<file path="config.mk">
export PLATFORM = sky130hd
export DESIGN_NAME = prog_loader_flat
export DESIGN_NICKNAME = d
export VERILOG_FILES = /design/src/rtl/td4_pkg.sv /design/src/rtl/prog_loader_if.sv /design/src/rtl/prog_mem.sv /design/src/rtl/prog_loader.sv /design/src/flat_wrapper.sv
export SDC_FILE = /design/constraint.sdc
export NUM_CORES = 1
export LEC_CHECK = 0
export ABC_AREA = 1
export BUFFER_PORTS_ARGS = -buffer_cell sky130_fd_sc_hd__buf_2
export CAP_MARGIN = 20
export CELL_PAD_IN_SITES_DETAIL_PLACEMENT = 1
export CELL_PAD_IN_SITES_GLOBAL_PLACEMENT = 1
export CORE_MARGIN = 5
export CORE_UTILIZATION = 46
export CTS_CLUSTER_DIAMETER = 150
export CTS_CLUSTER_SIZE = 20
export DETAILED_ROUTE_END_ITERATION = 7
export GPL_TIMING_DRIVEN = 0
export PLACE_DENSITY = 0.83
export SYNTH_ARGS = -nofsm -noshare
export SYNTH_HDL_FRONTEND = slang
export SYNTH_HIERARCHICAL = 1
export SYNTH_SLANG_ARGS = --single-unit
export TNS_END_PERCENT = 100
</file>
<file path="constraint.sdc">
create_clock -name CLK -period 6.1 [get_ports CLK]
set_input_delay 1.22 -clock CLK [delete_from_list [all_inputs] [get_ports CLK]]
set_output_delay 1.22 -clock CLK [all_outputs]
set_load 0.005 [all_outputs]
</file>
<file path="src/rtl/td4_pkg.sv">
// rtl/td4_pkg.sv - shared TD4 constants and loader state encoding
// Contents: DATA_W / ADDR_W / ROM_DEPTH constants and the loader FSM state type.
package td4_pkg;
  localparam int DATA_W    = 8;
  localparam int ADDR_W    = 4;
  localparam int ROM_DEPTH = 1 << ADDR_W;

  typedef enum logic [1:0] {
    ST_IDLE = 2'd0,
    ST_LOAD = 2'd1,
    ST_CHK  = 2'd2,
    ST_RUN  = 2'd3
  } state_e;
endpackage

</file>
<file path="src/rtl/prog_loader_if.sv">
// rtl/prog_loader_if.sv - program loader stream, fetch and status bundle
// master: drives LOAD_REQ, DIN, DIN_VALID, A; observes DIN_READY, Q, CPU_RESET, DONE, ERR.
// slave : the loader side, directions reversed.
interface prog_loader_if #(
  parameter int DATA_W = 8,
  parameter int ADDR_W = 4
);
  logic              LOAD_REQ;
  logic [DATA_W-1:0] DIN;
  logic              DIN_VALID;
  logic              DIN_READY;
  logic [ADDR_W-1:0] A;
  logic [DATA_W-1:0] Q;
  logic              CPU_RESET;
  logic              DONE;
  logic              ERR;

  modport master (
    output LOAD_REQ, DIN, DIN_VALID, A,
    input  DIN_READY, Q, CPU_RESET, DONE, ERR
  );

  modport slave (
    input  LOAD_REQ, DIN, DIN_VALID, A,
    output DIN_READY, Q, CPU_RESET, DONE, ERR
  );
endinterface

</file>
<file path="src/rtl/prog_mem.sv">
// rtl/prog_mem.sv - 16 x 8 program register file, sync write, async read
// Ports: CLK, RESET (async, clears all words), we/waddr/wdata write port,
//        raddr -> rdata combinational read (no write bypass).
module prog_mem #(
  parameter int DATA_W = 8,
  parameter int ADDR_W = 4
) (
  input  logic              CLK,
  input  logic              RESET,
  input  logic              we,
  input  logic [ADDR_W-1:0] waddr,
  input  logic [DATA_W-1:0] wdata,
  input  logic [ADDR_W-1:0] raddr,
  output logic [DATA_W-1:0] rdata
);
  localparam int DEPTH = 1 << ADDR_W;

  logic [DATA_W-1:0] mem_q [DEPTH];

  always_ff @(posedge CLK or posedge RESET) begin
    if (RESET) begin
      for (int i = 0; i < DEPTH; i++) mem_q[i] <= '0;
    end else if (we) begin
      mem_q[waddr] <= wdata;
    end
  end

  assign rdata = mem_q[raddr];
endmodule

</file>
<file path="src/rtl/prog_loader.sv">
// rtl/prog_loader.sv - TD4 program loader: byte stream -> program memory, checksum gate
// Ports: CLK, RESET (async active-high), bus (slave): LOAD_REQ, DIN/DIN_VALID/DIN_READY
//        stream, A -> Q fetch read, CPU_RESET/DONE/ERR status.
module prog_loader #(
  parameter int DATA_W = 8,
  parameter int ADDR_W = 4
) (
  input  logic          CLK,
  input  logic          RESET,
  prog_loader_if.slave  bus
);
  import td4_pkg::*;

  state_e            state_q, state_d;
  logic [ADDR_W-1:0] cnt_q, cnt_d;
  logic [DATA_W-1:0] sum_q, sum_d, sum_next;
  logic              err_q, err_d;
  logic              in_stream, handshake, mem_we;

  // Status outputs decode purely from registers; no input reaches them combinationally.
  assign in_stream     = (state_q == ST_LOAD) || (state_q == ST_CHK);
  assign bus.DIN_READY = in_stream;
  assign bus.CPU_RESET = (state_q != ST_RUN);
  assign bus.DONE      = (state_q == ST_RUN);
  assign bus.ERR       = err_q;

  assign handshake = bus.DIN_VALID & in_stream;
  assign sum_next  = sum_q + bus.DIN;

  always_ff @(posedge CLK or posedge RESET) begin
    if (RESET) begin
      state_q <= ST_IDLE;
      cnt_q   <= '0;
      sum_q   <= '0;
      err_q   <= 1'b0;
    end else begin
      state_q <= state_d;
      cnt_q   <= cnt_d;
      sum_q   <= sum_d;
      err_q   <= err_d;
    end
  end

  always_comb begin
    state_d = state_q;
    unique case (state_q)
      ST_IDLE: if (bus.LOAD_REQ) state_d = ST_LOAD;
      ST_LOAD: if (handshake && (cnt_q == '1)) state_d = ST_CHK;
      ST_CHK:  if (handshake) state_d = (sum_next == '0) ? ST_RUN : ST_IDLE;
      ST_RUN:  if (bus.LOAD_REQ) state_d = ST_LOAD;
      default: state_d = ST_IDLE;
    endcase
  end

  always_comb begin
    cnt_d  = cnt_q;
    sum_d  = sum_q;
    err_d  = err_q;
    mem_we = 1'b0;
    unique case (state_q)
      ST_IDLE, ST_RUN: begin
        if (bus.LOAD_REQ) begin
          cnt_d = '0;
          sum_d = '0;
          err_d = 1'b0;
        end
      end
      ST_LOAD: begin
        if (handshake) begin
          mem_we = 1'b1;
          sum_d  = sum_next;
          cnt_d  = cnt_q + 1'b1;  // wraps to 0 on the 16th byte
        end
      end
      ST_CHK: begin
        // Checksum byte only closes the sum; it never lands in memory.
        if (handshake && (sum_next != '0)) err_d = 1'b1;
      end
      default: ;
    endcase
  end

  prog_mem #(.DATA_W(DATA_W), .ADDR_W(ADDR_W)) u_mem (
    .CLK   (CLK),
    .RESET (RESET),
    .we    (mem_we),
    .waddr (cnt_q),
    .wdata (bus.DIN),
    .raddr (bus.A),
    .rdata (bus.Q)
  );
endmodule

</file>
<file path="src/flat_wrapper.sv">
// flat-port wrapper written by rule: the top's interface ports become plain ports
module prog_loader_flat import td4_pkg::*;
#(
  parameter int DATA_W = 8,
  parameter int ADDR_W = 4
)
  (CLK, RESET, bus_LOAD_REQ, bus_DIN, bus_DIN_VALID, bus_A, bus_DIN_READY, bus_Q, bus_CPU_RESET, bus_DONE, bus_ERR);
  prog_loader_if #(.DATA_W(DATA_W), .ADDR_W(ADDR_W)) bus_i ();
  input  logic CLK;
  input  logic RESET;
  input wire logic [$bits(bus_i.LOAD_REQ)-1:0] bus_LOAD_REQ;
  input wire logic [$bits(bus_i.DIN)-1:0] bus_DIN;
  input wire logic [$bits(bus_i.DIN_VALID)-1:0] bus_DIN_VALID;
  input wire logic [$bits(bus_i.A)-1:0] bus_A;
  output wire logic [$bits(bus_i.DIN_READY)-1:0] bus_DIN_READY;
  output wire logic [$bits(bus_i.Q)-1:0] bus_Q;
  output wire logic [$bits(bus_i.CPU_RESET)-1:0] bus_CPU_RESET;
  output wire logic [$bits(bus_i.DONE)-1:0] bus_DONE;
  output wire logic [$bits(bus_i.ERR)-1:0] bus_ERR;
  assign bus_i.LOAD_REQ = bus_LOAD_REQ;
  assign bus_i.DIN = bus_DIN;
  assign bus_i.DIN_VALID = bus_DIN_VALID;
  assign bus_i.A = bus_A;
  assign bus_DIN_READY = bus_i.DIN_READY;
  assign bus_Q = bus_i.Q;
  assign bus_CPU_RESET = bus_i.CPU_RESET;
  assign bus_DONE = bus_i.DONE;
  assign bus_ERR = bus_i.ERR;
  prog_loader #(.DATA_W(DATA_W), .ADDR_W(ADDR_W)) u_core (.CLK(CLK), .RESET(RESET), .bus(bus_i));
endmodule
</file>
== After elaboration in Yosys (flattened, before gate mapping) ==
Cells that the tools add are included.

* Flip-flop bits (word level): 143

* Magnitude comparators: 3
* Equal/unequal tests: 10
* $add $sub $neg: 2
* Reduce and logical (&&, ||, !) cells: 13
* Multiplexer cells: 22
* Bitwise logic cells: 3

{| class="wikitable"
|+ Operators by type and width
! operator !! number
|-
| bitwise mux 128 bit || 1
|-
| 2-to-1 mux 8 bit || 5
|-
| binary-select mux 8 bit (select 4 bit) || 1
|-
| demux 8 bit (select 4 bit) || 1
|-
| one-hot mux 8 bit (2 select lines) || 1
|-
| >= comparator 5 bit (second input constant) || 2
|-
| NOT 4 -> 5 bit || 2
|-
| AND reduction 3 bit || 3
|-
| adder 8 bit || 1
|-
| logical NOT 8 bit || 1
|-
| 2-to-1 mux 2 bit || 4
|-
| 2-to-1 mux 4 bit || 2
|-
| one-hot mux 4 bit (2 select lines) || 1
|-
| nonzero test 8 bit || 1
|-
| inequality test 2 x 1 -> 1 bit (second input constant) || 3
|-
| inequality test 2 bit (second input constant) || 3
|-
| one-hot mux 2 bit (3 select lines) || 1
|-
| less-than comparator 5 x 1 -> 1 bit (second input constant) || 1
|-
| adder 4 x 1 -> 4 bit (second input constant) || 1
|-
| == test 2 bit (second input constant) || 2
|-
| == test 4 bit (second input constant) || 1
|-
| 2-to-1 mux 1 bit || 4
|-
| nonzero test 2 bit || 2
|-
| logical AND 1 bit || 3
|-
| other kinds (6) || 6
|}

== Longest topological paths before layout ==
Gate-level depths: netlist of run 1.

* Word-level depth: 6
* Depth in mapped cells: 13

== Cells and area by module ==
Netlist of run 1, hierarchy kept.

{| class="wikitable"
|+ By module, submodules not included
! module !! area an instance (um2) !! instances !! cells each
|-
| prog_mem || 6198.4 || 1 || 836
|-
| prog_loader || 1134.8 || 1 || 152
|}

== Worst setup path after synthesis of run 1 ==
Ideal clock, no wire load.

* Path type: input port to output port
* Start point: input port bus_A[0]
* End point: output port bus_Q[4]
* Arrival time: 2144 ps
* Slack: 2736 ps
* Stages on the path: 8
* Data required time: 4880 ps
* Path buffers: 3
* Cell sequence: clkbuf_1 > buf_2 > buf_2 > nand2_1 > nand3_1 > nand3_1 > nand3_1 > nand2_1

* Longest elaborated chain between the ends: 4

{| class="wikitable"
|+ RTL lines
! element !! line !! RTL
|-
| start, declared || flat_wrapper.sv:14 || <nowiki>input wire logic [$bits(bus_i.A)-1:0] bus_A;</nowiki>
|-
| NOT 4 -> 5 bit (not written as such) || prog_mem.sv:28 || <nowiki>assign rdata = mem_q[raddr];</nowiki>
|-
| binary-select mux 8 bit (select 4 bit) || prog_mem.sv:28 ||
|-
| 2-to-1 mux 8 bit (not written as such) (2 in series) || prog_mem.sv:28 ||
|-
| end, declared || flat_wrapper.sv:16 || <nowiki>output wire logic [$bits(bus_i.Q)-1:0] bus_Q;</nowiki>
|}

No other way between the ends. The select of a mux whose other input is x is not followed.

== Worst setup path after layout of run 1 ==
Ends and elaborated chain as after synthesis.

==> summary.md, run 1 <==
| Metric | Value |
|---|---|
| IR drop worst, VDD | `roughly 0.22 mV` |
| Overflow after GRT | `0` |
| Terminus of the critical flop-to-flop path | `u_core/u_mem/mem_q[16]` |
| Final instance area | `about 8400 um^2` |
| Routability-driven placement congestion ratio | `between 0.9 and 1` |
| Status | `completed` |
| DRT Pass-1 Iters | `5` |
| Ports | `28` |
| Endpoints failing hold | `0` |
| Clock skew | `roughly 0.0065 ns` |
| CP Launch Point | `bus_A[0]` |
| 1st-iter DRT viols | `around 690` |
| Clock transition at path regs | `0.06 ns` |
| Core ar. | `15770 um^2` |
| Synth Cell Area | `7333 um^2` |
| DRC viols | `0` |
| Slowest stage cell, crit path | `clkbuf_1` |
| Pwr Density | `389.1 nW/um^2` |
| Hold_sp | `u_core/u_mem/mem_q[88]` |
| Resize count post-CTS | `0` |
| Syn Area/Cell | `7.422 um^2` |
| Fmax | `about 0.24 GHz` |
| Longest Clk Path Bufs | `2` |
| H-tree depth | `4` |
| Synth Warn # | `6` |
| Total Wirelength | `24.83 mm` |
| Avg WL per Cell | `approximately 20 um` |
| Die X-Extent | `136.3 um` |
| WP data required | `4.88 ns` |
| Worst slew pin tran | `between 0.8 and 0.9 ns` |
| Crit Path Class | `in -> out` |
| Largest net degree at the start of global routing | `66` |
| Clock sink count | `143` |
| First-pass GRT wire length | `between 30 and 40 mm` |
| Count of hold-fix buffers inserted at cts | `0` |
| Layout cells sized above 1 | `7.766%` |
| Synthesized net count | `1017` |
| CTS tree | `done` |
| # Max-Cap Violations | `0` |
| Starting density of the core | `46.50%` |
| Slew Viols, Final | `0` |
| Fin nets | `about 1100` |
| Leakage power | `4.153 nW` |
| Worst path max stage delay | `a little over 0.6 ns` |
| Period utilization | `just under 70%` |
| Vias per cell | `roughly 5.5` |
| CTS root buffer | `clkbuf_16` |
| Mapped Cells | `988` |
| Post-route insts no fill | `1259` |
| # rows | `46` |
| Placed Instances | `1228` |
| Unrepaired setup endpoints after global routing | `false` |
| Diodes inserted | `0` |
| Crit path time final | `around 4.2 ns` |
| Most common cell on crit path | `nand3_1` |
| Place WS | `2.079 ns` |
| Worst hold path class | `reg -> reg` |
| Sequential area share after synthesis | `48.80%` |
| Flop2flop setup slack | `3.34 ns` |
| DP HPWL | `around 17 mm` |
| Synth unique cells | `27` |
| Max-slew headroom | `40.35%` |
| Vias in the first global route | `7300` |
| Worst r2r path cells | `10` |
| Fin Hold WS | `0.4810 ns` |
| Initial antenna violation count | `0` |
| Critical path depth | `8` |
| CP Max Fanout | `10` |
| Setup-failing EPs final | `0` |
| Gr usage total | `28.07%` |
| Antenna viol nets, final | `0` |
| Critical path arrival | `2.98 ns` |
| Area Overhead vs Synth | `14.42%` |
| Crit. End Element | `primary output` |
| Critical path launch point type | `primary input` |
| Final worst slack | `1.898 ns` |
| RR Startpoint | `u_core/state_q[1]` |
| DIE HEIGHT | `around 140 um` |
| #FFs+latches synth | `143` |
| Clock Latency Late Sink | `roughly 0.42 ns` |
| Total CTS buffers | `17` |
| DR vias | `6884` |
| CP delay by family, top | `buffers and inverters` |
| I/O Buffers | `23` |
| Crit path buf inv count | `3` |
| Crit path cell chain | `clkbuf_1 > clkbuf_1 > nand2_1 > nand3_1 > nand3_1 > nand3_1 > nand2_1 > buf_2` |
| Die Footprint | `18570 um^2` |
| Worst setup endpoint | `bus_Q[4]` |
| Area after DPL | `7751 um^2` |
| Setup Buffers After CTS | `0` |
-- layer usage --
layer  routed length [um]  global-route usage, %
met1                10570                  36.45
met2                12180                  46.75
met3                 1304                  5.625
met4                  774                  9.966
met5                    0                      0
-- sequential cells by signal, summed over array words and instances, names as in the netlist --
| name | count |
|---|---|
| u_core/cnt_q | 4 |
| u_core/sum_q | 8 |
| u_core/bus.ERR | 1 |
| u_core/state_q | 2 |
| u_core/u_mem/mem_q | 128 |
-- worst register-to-register path, cell delays in order, from the launching register on --
cell and delay (ns):
dfrtp_1 0.42, inv_1 0.10, ha_1 0.16, nand2_1 0.10, inv_1 0.32, inv_1 0.13
nor3_2 0.50, nand2_1 0.38, clkbuf_1 0.32, nand2_1 0.12, o21ai_0 0.08
-- power by group --
part / switching, mW / leakage, nW / internal (mW)
clock: 0.403 / 0.313 / 0.727
sequential: 0.136 / 1.80 / 1.15
combinational: 0.564 / 2.04 / 0.280
total: 1.10 / 4.15 / 2.16
-- cell type report --
| type | count | area, um^2 |
|---|---|---|
| clock inverters | 9 | 155.1 |
| well taps | 216 | 270.3 |
| clock buffers | 22 | 484.2 |
| multi-input cells | 639 | 2973 |
| plain buffers | 49 | 192.7 |
| inverters | 157 | 594.3 |
| repair buffers | 24 | 142.6 |
| fillers | 2042 | 7380 |
| flip-flops and latches | 143 | 3578 |
-- cell usage after synthesis --
cell type | number | share of area (%)
xnor2_1 | 1 | 0.12
a21oi_1 | 6 | 0.41
a41oi_1 | 1 | 0.12
a22o_1 | 5 | 0.60
nand4_1 | 1 | 0.085
nor3_2 | 4 | 0.55
nor2_1 | 13 | 0.67
buf_2 | 7 | 0.48
nand3_2 | 1 | 0.14
nand2_4 | 1 | 0.15
dfrtp_1 | 143 | 49
o21ai_1 | 1 | 0.068
nand2_1 | 317 | 16
or2_4 | 1 | 0.12
xor2_1 | 2 | 0.24
nand3_1 | 114 | 7.8
nand2_2 | 5 | 0.43
ha_1 | 12 | 2.0
nor2_2 | 3 | 0.26
inv_2 | 4 | 0.20
fa_1 | 1 | 0.27
clkbuf_1 | 40 | 2.0
a31oi_1 | 1 | 0.085
o21ai_0 | 148 | 10
inv_1 | 153 | 7.8
or2_1 | 1 | 0.085
buf_1 | 2 | 0.10
-- through the flow --
stage | utilization, % | power [mW] | TNS (ns)
2_1_floorplan | - | 1.837 | 0
3_3_place_gp | 48.94 | 2.060 | -14.16
3_5_place_dp | 49.15 | 2.118 | 0
4_1_cts | 53.21 | 3.273 | 0
5_1_grt | 53.21 | 3.457 | 0
6_report | 53.21 | 3.265 | 0
-- how the worst min path moves through the flow --
stage | end | slack (ns) | cells after the start
detailed placement | u_core/u_mem/mem_q[88] | 0.47 | 2
floorplan | u_core/u_mem/mem_q[100] | 0.45 | 2
global route | u_core/u_mem/mem_q[121] | 0.50 | 2
global placement | u_core/bus.ERR | 0.46 | 2
finish | u_core/u_mem/mem_q[88] | 0.48 | 2
CTS | u_core/u_mem/mem_q[88] | 0.49 | 2
-- cell families (layout without fill, tap and decap cells) --
kind of cell | count (synthesis) | after routing | synth area share (%)
adder cells (fa/ha/maj) | 13 | 13 | 2.320
AND/OR/NAND/NOR | 461 | 461 | 26.48
AO/OA/AOI/OAI | 162 | 162 | 11.38
buffers and inverters | 206 | 261 | 10.66
XOR/XNOR | 3 | 3 | 0.3584
flip-flops | 143 | 143 | 48.80
-- cells in the final DEF (no fill, tap or decap), drive strengths merged, types with 2 or more instances in the layout --
master,instances
nand2,323
inv,158
o21ai,149
dfrtp,143
nand3,115
clkbuf,62
buf,33
nor2,16
ha,12
a21oi,6
a22o,5
bufinv,4
nor3,4
clkinv,3
xor2,2
or2,2
(Power assumes the default switching activity.)
==> run 2: changes to the inputs <==
- clock period: 6.1 -> 4 ns (I/O delays scaled with it)
==> run 2 against run 1 <==
  * Combinational power up 49%
  * Global-route usage down 0.53 points
  * Worst hold slack worse by 0.13 ns
  * Largest cell class unchanged
  * Highest routed layer unchanged
==> summary.md, run 2 (synthesis gave the netlist of run 1 again) <==
| Metric | Value |
|---|---|
| Terminus of the critical flop-to-flop path | `u_core/u_mem/mem_q[16]` |
| CP Max Fanout | `10 (unchanged)` |
| Clock skew | `0.009074 ns (+0.002565 ns)` |
| Pwr Density | `598.6 nW/um^2 (+54%)` |
| Slew Viols, Final | `0 (unchanged)` |
| Setup Buffers After CTS | `0 (unchanged)` |
| Ports | `28 (unchanged)` |
| Sw power | `1.688 mW (+53%)` |
| Clock Latency Late Sink | `0.43 ns (about the same)` |
| Endpoints failing hold | `0 (unchanged)` |
| Area Overhead vs Synth | `15.34%` |
| Status | `completed` |
| # Max-Cap Violations | `0 (unchanged)` |
| DRC viols | `0 (unchanged)` |
| Crit. End Element | `primary output` |
| Crit path time final | `3.244 ns` |
| Period utilization | `81.09%` |
| Largest net degree at the start of global routing | `41 (-38%)` |
| Clock sink count | `143 (unchanged)` |
| Int Power | `3.375 mW (+56%)` |
| Combinational share of power | `24.9% (-1.0 points)` |
| DIE HEIGHT | `136.3 um (unchanged)` |
| Unrepaired setup endpoints after global routing | `false` |
| Diodes inserted | `0 (unchanged)` |
| Flop2flop setup slack | `1.26 ns (-2.08 ns)` |
| Antenna viol nets, final | `0 (unchanged)` |
| Resize count post-CTS | `0 (unchanged)` |
| Avg WL per Cell | `19.18 um (-2.8%)` |
| Routability-driven placement congestion ratio | `0.9085 (-0.74%)` |
| First-pass GRT wire length | `38.25 mm (-3.2%)` |
| Max-slew headroom | `40.08% (-0.27 points)` |
| CTS tree | `done` |
| Layout cells sized above 1 | `8.126% (+0.36 points)` |
| DRT Pass-1 Iters | `5 (unchanged)` |
| Filler Cell Count | `2045 (+0.15%)` |
| Setup-failing EPs final | `0 (unchanged)` |
| 1st-iter DRT viols | `576 (-17%)` |
| I/O Buffers | `23 (unchanged)` |
| Commonest non-fill, non-tap cell in the layout | `nand2_1` |
| Clock power frac | `36.4% (+1.8 points)` |
| Critical path arrival | `2.44 ns (-0.54 ns)` |
| Crit Path Class | `in -> out` |
| Starting density of the core | `46.50% (unchanged)` |
| Top reg by flops | `u_core/u_mem/mem_q` |
| Gr usage total | `27.54% (-0.53 points)` |
| Fin Setup TNS | `0 ns (unchanged)` |
| Total Wirelength | `24.21 mm (-2.5%)` |
| Overflow after GRT | `0 (unchanged)` |
| Total power | `5.063 mW (+55%)` |
| Clock transition at path regs | `0.06 ns (about the same)` |
| IR drop worst, VDD | `0.3381 mV (+53%)` |
| Worst r2r path cells | `10 (unchanged)` |
| RR Startpoint | `u_core/state_q[1]` |
| Core ar. | `15770 um^2 (unchanged)` |
| Count of hold-fix buffers inserted at cts | `0 (unchanged)` |
| Critical path launch point type | `primary input` |
| Leakage power | `4.177 nW (+0.60%)` |
| WP data required | `3.20 ns (-1.68 ns)` |
| Fmax | `a little over 0.3 GHz` |
| # rows | `46 (unchanged)` |
| Fin Hold WS | `0.3474 ns (-0.1336 ns)` |
| Worst hold path class | `in -> async` |
| Longest Clk Path Bufs | `2 (unchanged)` |
| Die Footprint | `18570 um^2 (unchanged)` |
| Largest regs | `u_core/u_mem/mem_q (128), u_core/sum_q (8), u_core/cnt_q (4)` |
| Number of flip-flops in the largest register | `128 (unchanged)` |
| DP HPWL | `16.94 mm (-0.78%)` |
| Most frequent cells in the layout | `317 x nand2_1, 152 x inv_1, 148 x o21ai_0` |
| Vias in the first global route | `7051 (-3.4%)` |
| Initial antenna violation count | `0 (unchanged)` |
| Fin nets | `1062 (+0.19%)` |
| H-tree depth | `4 (unchanged)` |
| Die X-Extent | `136.3 um (unchanged)` |
| Net Sw Frac | `33.34% (-0.46 points)` |
| DR vias | `6812 (-1.0%)` |
| Vias per cell | `5.398 (-1.3%)` |
| Flop pwr share | `38.7% (-0.8 points)` |
| CTS root buffer | `clkbuf_16` |
| Worst slew pin tran | `0.8988 ns (+0.004102 ns)` |
| Total CTS buffers | `17 (unchanged)` |
-- run 2: cell types whose count changed in the layout (fill, tap and decap cells not counted), sizes merged --
| cell | delta |
|---|---|
| buf | +2 |
| bufinv | +2 |
| clkbuf | -4 |
| clkinv | +2 |
| clkinvlp | +2 |
| inv | -1 |
-- run 2: metrics by stage --
stage | cell area (um^2) | worst slack, ns | utilization, % | std cells
2_1_floorplan | 7337 | 1.476 | - | 988
3_3_place_gp | 7722 | 0.7335 | 48.97 | 1227
3_5_place_dp | 7782 | 0.8561 | 49.35 | 1230
4_1_cts | 8458 | 0.8364 | 53.63 | 1262
5_1_grt | 8458 | 0.7000 | 53.63 | 1262
6_report | 8458 | 0.7565 | 53.63 | 1262
-- run 2: worst max path at each step --
stage,startpoint,endpoint,slack [ns],depth (start not counted)
finish,bus_A[0],bus_Q[2],0.76,9
global route,bus_A[0],bus_Q[2],0.70,8
global placement,RESET,u_core/u_mem/mem_q[61],0.73,2
CTS,bus_A[0],bus_Q[5],0.84,8
detailed placement,bus_A[0],bus_Q[2],0.86,8
floorplan,bus_A[0],bus_Q[5],1.48,8
-- run 2: final cells by class --
class	count	area, um^2	area share (%)
inverter	157	593.1	7.012
buffer	49	192.7	2.278
clock inverter	14	236.5	2.796
tap	216	270.3	3.195
clock buffer	18	439.2	5.192
sequential	143	3578	42.31
timing repair buffer	26	175.2	2.071
multi-input combinational	639	2973	35.15
-- run 2: layer usage --
layer	GRT usage [%]	vias to the layer above	routed length, um	part of all wire, %
met4	11.14	0	808	3.3
met1	37.32	3385	10980	45
met2	43.97	186	11430	47
met3	4.737	54	994	4.1
met5	0	-	0	0
li1	-	3187	-	-
-- run 2: critical path, stage by stage --
cell and delay, ns:
clkbuf_1 0.27, clkbuf_1 0.53, nand2_1 0.09, o21ai_0 0.18, nand2_1 0.11, nand3_1 0.09, nand3_1 0.13, nand2_1 0.12
buf_2 0.12
-- run 2: power groups by stage --
stage	Combinational, mW	Sequential (mW)	Clock (mW)
after floorplan	0.885	1.92	0
after global placement	1.18	1.96	0
after detailed placement	1.24	1.97	0
after CTS	1.26	1.96	1.86
after global routing	1.43	2.00	1.94
final	1.26	1.96	1.84
==> run 3: changes to the inputs <==
- CORE_UTILIZATION: 46 -> 42
- PLACE_DENSITY: 0.83 -> 0.8
- clock period: 4 -> 2.6 ns (I/O delays scaled with it)
==> run 3 against run 2 <==
  * Wire length rose by 1.1%
  * Non-clock buffer count did not move
  * Sequential share of layout area barely moved
  * Global-route usage fell by 2.6 points
  * Via count fell by 1.2%
==> summary.md, run 3 (synthesis gave the netlist of run 1 again) <==
| Metric | Value |
|---|---|
| Count of hold-fix buffers inserted at cts | `0 (unchanged)` |
| Placed Instances | `1239 (+0.73%)` |
| Clock power frac | `34.4% (-2.0 points)` |
| DRC viols | `0 (unchanged)` |
| DRT Pass-1 Iters | `5 (unchanged)` |
| CTS root buffer | `clkbuf_16` |
| DR vias | `6731 (-1.2%)` |
| Vias per cell | `5.296 (-1.9%)` |
| Clock Latency Late Sink | `0.42 ns (about the same)` |
| Fmax | `0.3970 GHz` |
| Endpoints failing hold | `0 (unchanged)` |
| Vias in the first global route | `6831 (-3.1%)` |
| Area after DPL | `7794 um^2 (+0.14%)` |
| Total CTS buffers | `17 (unchanged)` |
| Most frequent cells in the layout | `315 x nand2_1, 151 x inv_1, 148 x o21ai_0` |
| Max-slew headroom | `39.53% (-0.55 points)` |
| Initial antenna violation count | `1 (+1)` |
| Period utilization | `96.88%` |
| Die X-Extent | `142.1 um (+4.3%)` |
| IR drop worst, VDD | `0.4661 mV (+38%)` |
| Combinational share of power | `26.0% (+1.1 points)` |
| Crit. End Element | `primary output` |
| Critical path arrival | `2.00 ns (-0.44 ns)` |
| Worst hold path class | `in -> async` |
| Fin nets | `1062 (unchanged)` |
| Place WS | `-0.1240 ns (-0.9800 ns)` |
| Largest net degree at the start of global routing | `40 (-2.4%)` |
| Util after Layout | `49.08% (-4.6 points)` |
| Number of flip-flops in the largest register | `128 (unchanged)` |
| Slew Viols, Final | `0 (unchanged)` |
| Area Overhead vs Synth | `15.36% (about the same)` |
| Critical path launch point type | `primary input` |
| DP HPWL | `17.30 mm (+2.1%)` |
| Die Footprint | `20200 um^2 (+8.8%)` |
| Overflow after GRT | `0 (unchanged)` |
| Gr usage total | `24.93% (-2.6 points)` |
| Layout cells sized above 1 | `9.178% (+1.1 points)` |
| Leakage power | `4.177 nW (about the same)` |
| Crit Path Class | `in -> out` |
| Largest regs | `u_core/u_mem/mem_q (128), u_core/sum_q (8), u_core/cnt_q (4)` |
| Clock skew | `0.009950 ns (+0.0008761 ns)` |
| WP data required | `2.08 ns (-1.12 ns)` |
| Top reg by flops | `u_core/u_mem/mem_q` |
| First-pass GRT wire length | `38.22 mm (about the same)` |
| Commonest non-fill, non-tap cell in the layout | `nand2_1` |
| Sw power | `2.565 mW (+52%)` |
| Total power | `7.600 mW (+50%)` |
| Core ar. | `17240 um^2 (+9.3%)` |
| Worst slew pin tran | `0.9070 ns (+0.008209 ns)` |
| CTS tree | `done` |
| Final worst slack | `0.08118 ns (-0.6753 ns)` |
| Antenna viol nets, final | `0 (unchanged)` |
| Total Wirelength | `24.47 mm (+1.1%)` |
| DIE HEIGHT | `142.1 um (+4.3%)` |
| Avg WL per Cell | `19.25 um (+0.38%)` |
| Setup-failing EPs final | `0 (unchanged)` |
| Ports | `28 (unchanged)` |
| Setup Buffers After CTS | `0 (unchanged)` |
| Post-route insts no fill | `1271 (+0.71%)` |
| Final instance area | `8459 um^2 (about the same)` |
| Longest Clk Path Bufs | `2 (unchanged)` |
| Pwr Density | `898.4 nW/um^2 (+50%)` |
| Int Power | `5.035 mW (+49%)` |
| Clock transition at path regs | `0.06 ns (about the same)` |
| I/O Buffers | `23 (unchanged)` |
| Diodes inserted | `0 (unchanged)` |
| Starting density of the core | `42.55% (-4.0 points)` |
| Clock sink count | `143 (unchanged)` |
| Net Sw Frac | `33.75% (+0.41 points)` |
| Routability-driven placement congestion ratio | `0.9345 (+2.9%)` |
| # rows | `48 (+4.3%)` |
| 1st-iter DRT viols | `605 (+5.0%)` |
| CP Max Fanout | `10 (unchanged)` |
| Unrepaired setup endpoints after global routing | `false` |
| Crit path time final | `around 2.5 ns` |
| # Max-Cap Violations | `0 (unchanged)` |
| Flop pwr share | `39.6% (+0.9 points)` |
| H-tree depth | `4 (unchanged)` |
| Status | `completed` |
[run 3: cell types whose count changed in the layout (fill, tap and decap cells not counted), sizes merged]
cell,before,now
clkbuf,58,63
inv,157,155
clkinvlp,3,4
bufinv,6,3
clkinv,5,4
[run 3: final timing paths]
kind / from / end / slack (ns) / depth (start not counted)
max: bus_A[1] / bus_Q[7] / 0.08 / 8
min: RESET / u_core/cnt_q[2] / 0.19 / 2
max reg2reg: u_core/state_q[1] / u_core/u_mem/mem_q[17] / 0.14 / 9
min reg2reg: u_core/u_mem/mem_q[49] / u_core/u_mem/mem_q[49] / 0.48 / 2
max in group asynchronous: RESET / u_core/u_mem/mem_q[60] / 1.53 / 4
min in group CLK: bus_LOAD_REQ / u_core/cnt_q[2] / 0.34 / 2
[run 3: per-layer routing]
metal  track usage (%)  vias to the layer above  wire (um)
met5                 0                        -          0
met4             6.465                        0        405
met3             3.965                       31       1011
met2             41.59                      159      12070
met1             34.00                     3357      10990
li1                  -                     3184          -
[run 3: cell type report]
cell class | count | area [um^2]
fill | 2174 | 8777
sequential | 143 | 3578
multi-input combinational | 639 | 2987
inverter | 157 | 596.8
clock buffer | 23 | 508.0
tap | 225 | 281.5
buffer | 49 | 203.9
timing repair buffer | 26 | 175.2
clock inverter | 9 | 128.9
[run 3: what timing repair did]
action / 4_1_cts / 5_1_grt
setup endpoints to repair: 34 / 34
pin swaps: 0 / 0
resized for setup: 5 / 13
[run 3: power groups by stage]
stage | combinational (mW) | sequential, mW | clock, mW
after floorplan | 1.36 | 2.95 | 0
after global placement | 1.83 | 3.01 | 0
after detailed placement | 1.93 | 3.03 | 0
after CTS | 1.97 | 3.01 | 2.65
after global routing | 2.22 | 3.07 | 2.76
final | 1.97 | 3.01 | 2.62
[run 3: through the flow]
step | hold WS (ns) | TNS (ns)
floorplan | 0.4215 | 0
global placement | 0.4526 | -54.65
detailed placement | 0.4728 | -1.112
CTS | 0.2116 | 0
global route | 0.2614 | 0
finish | 0.1922 | 0
[run 3: worst max-delay path, stage by stage]
cell      delay (ns)
clkbuf_1        0.17
inv_1           0.20
clkbuf_1        0.44
nand3_1         0.16
nand3_1         0.11
nand3_1         0.13
nand2_1         0.13
buf_2           0.12
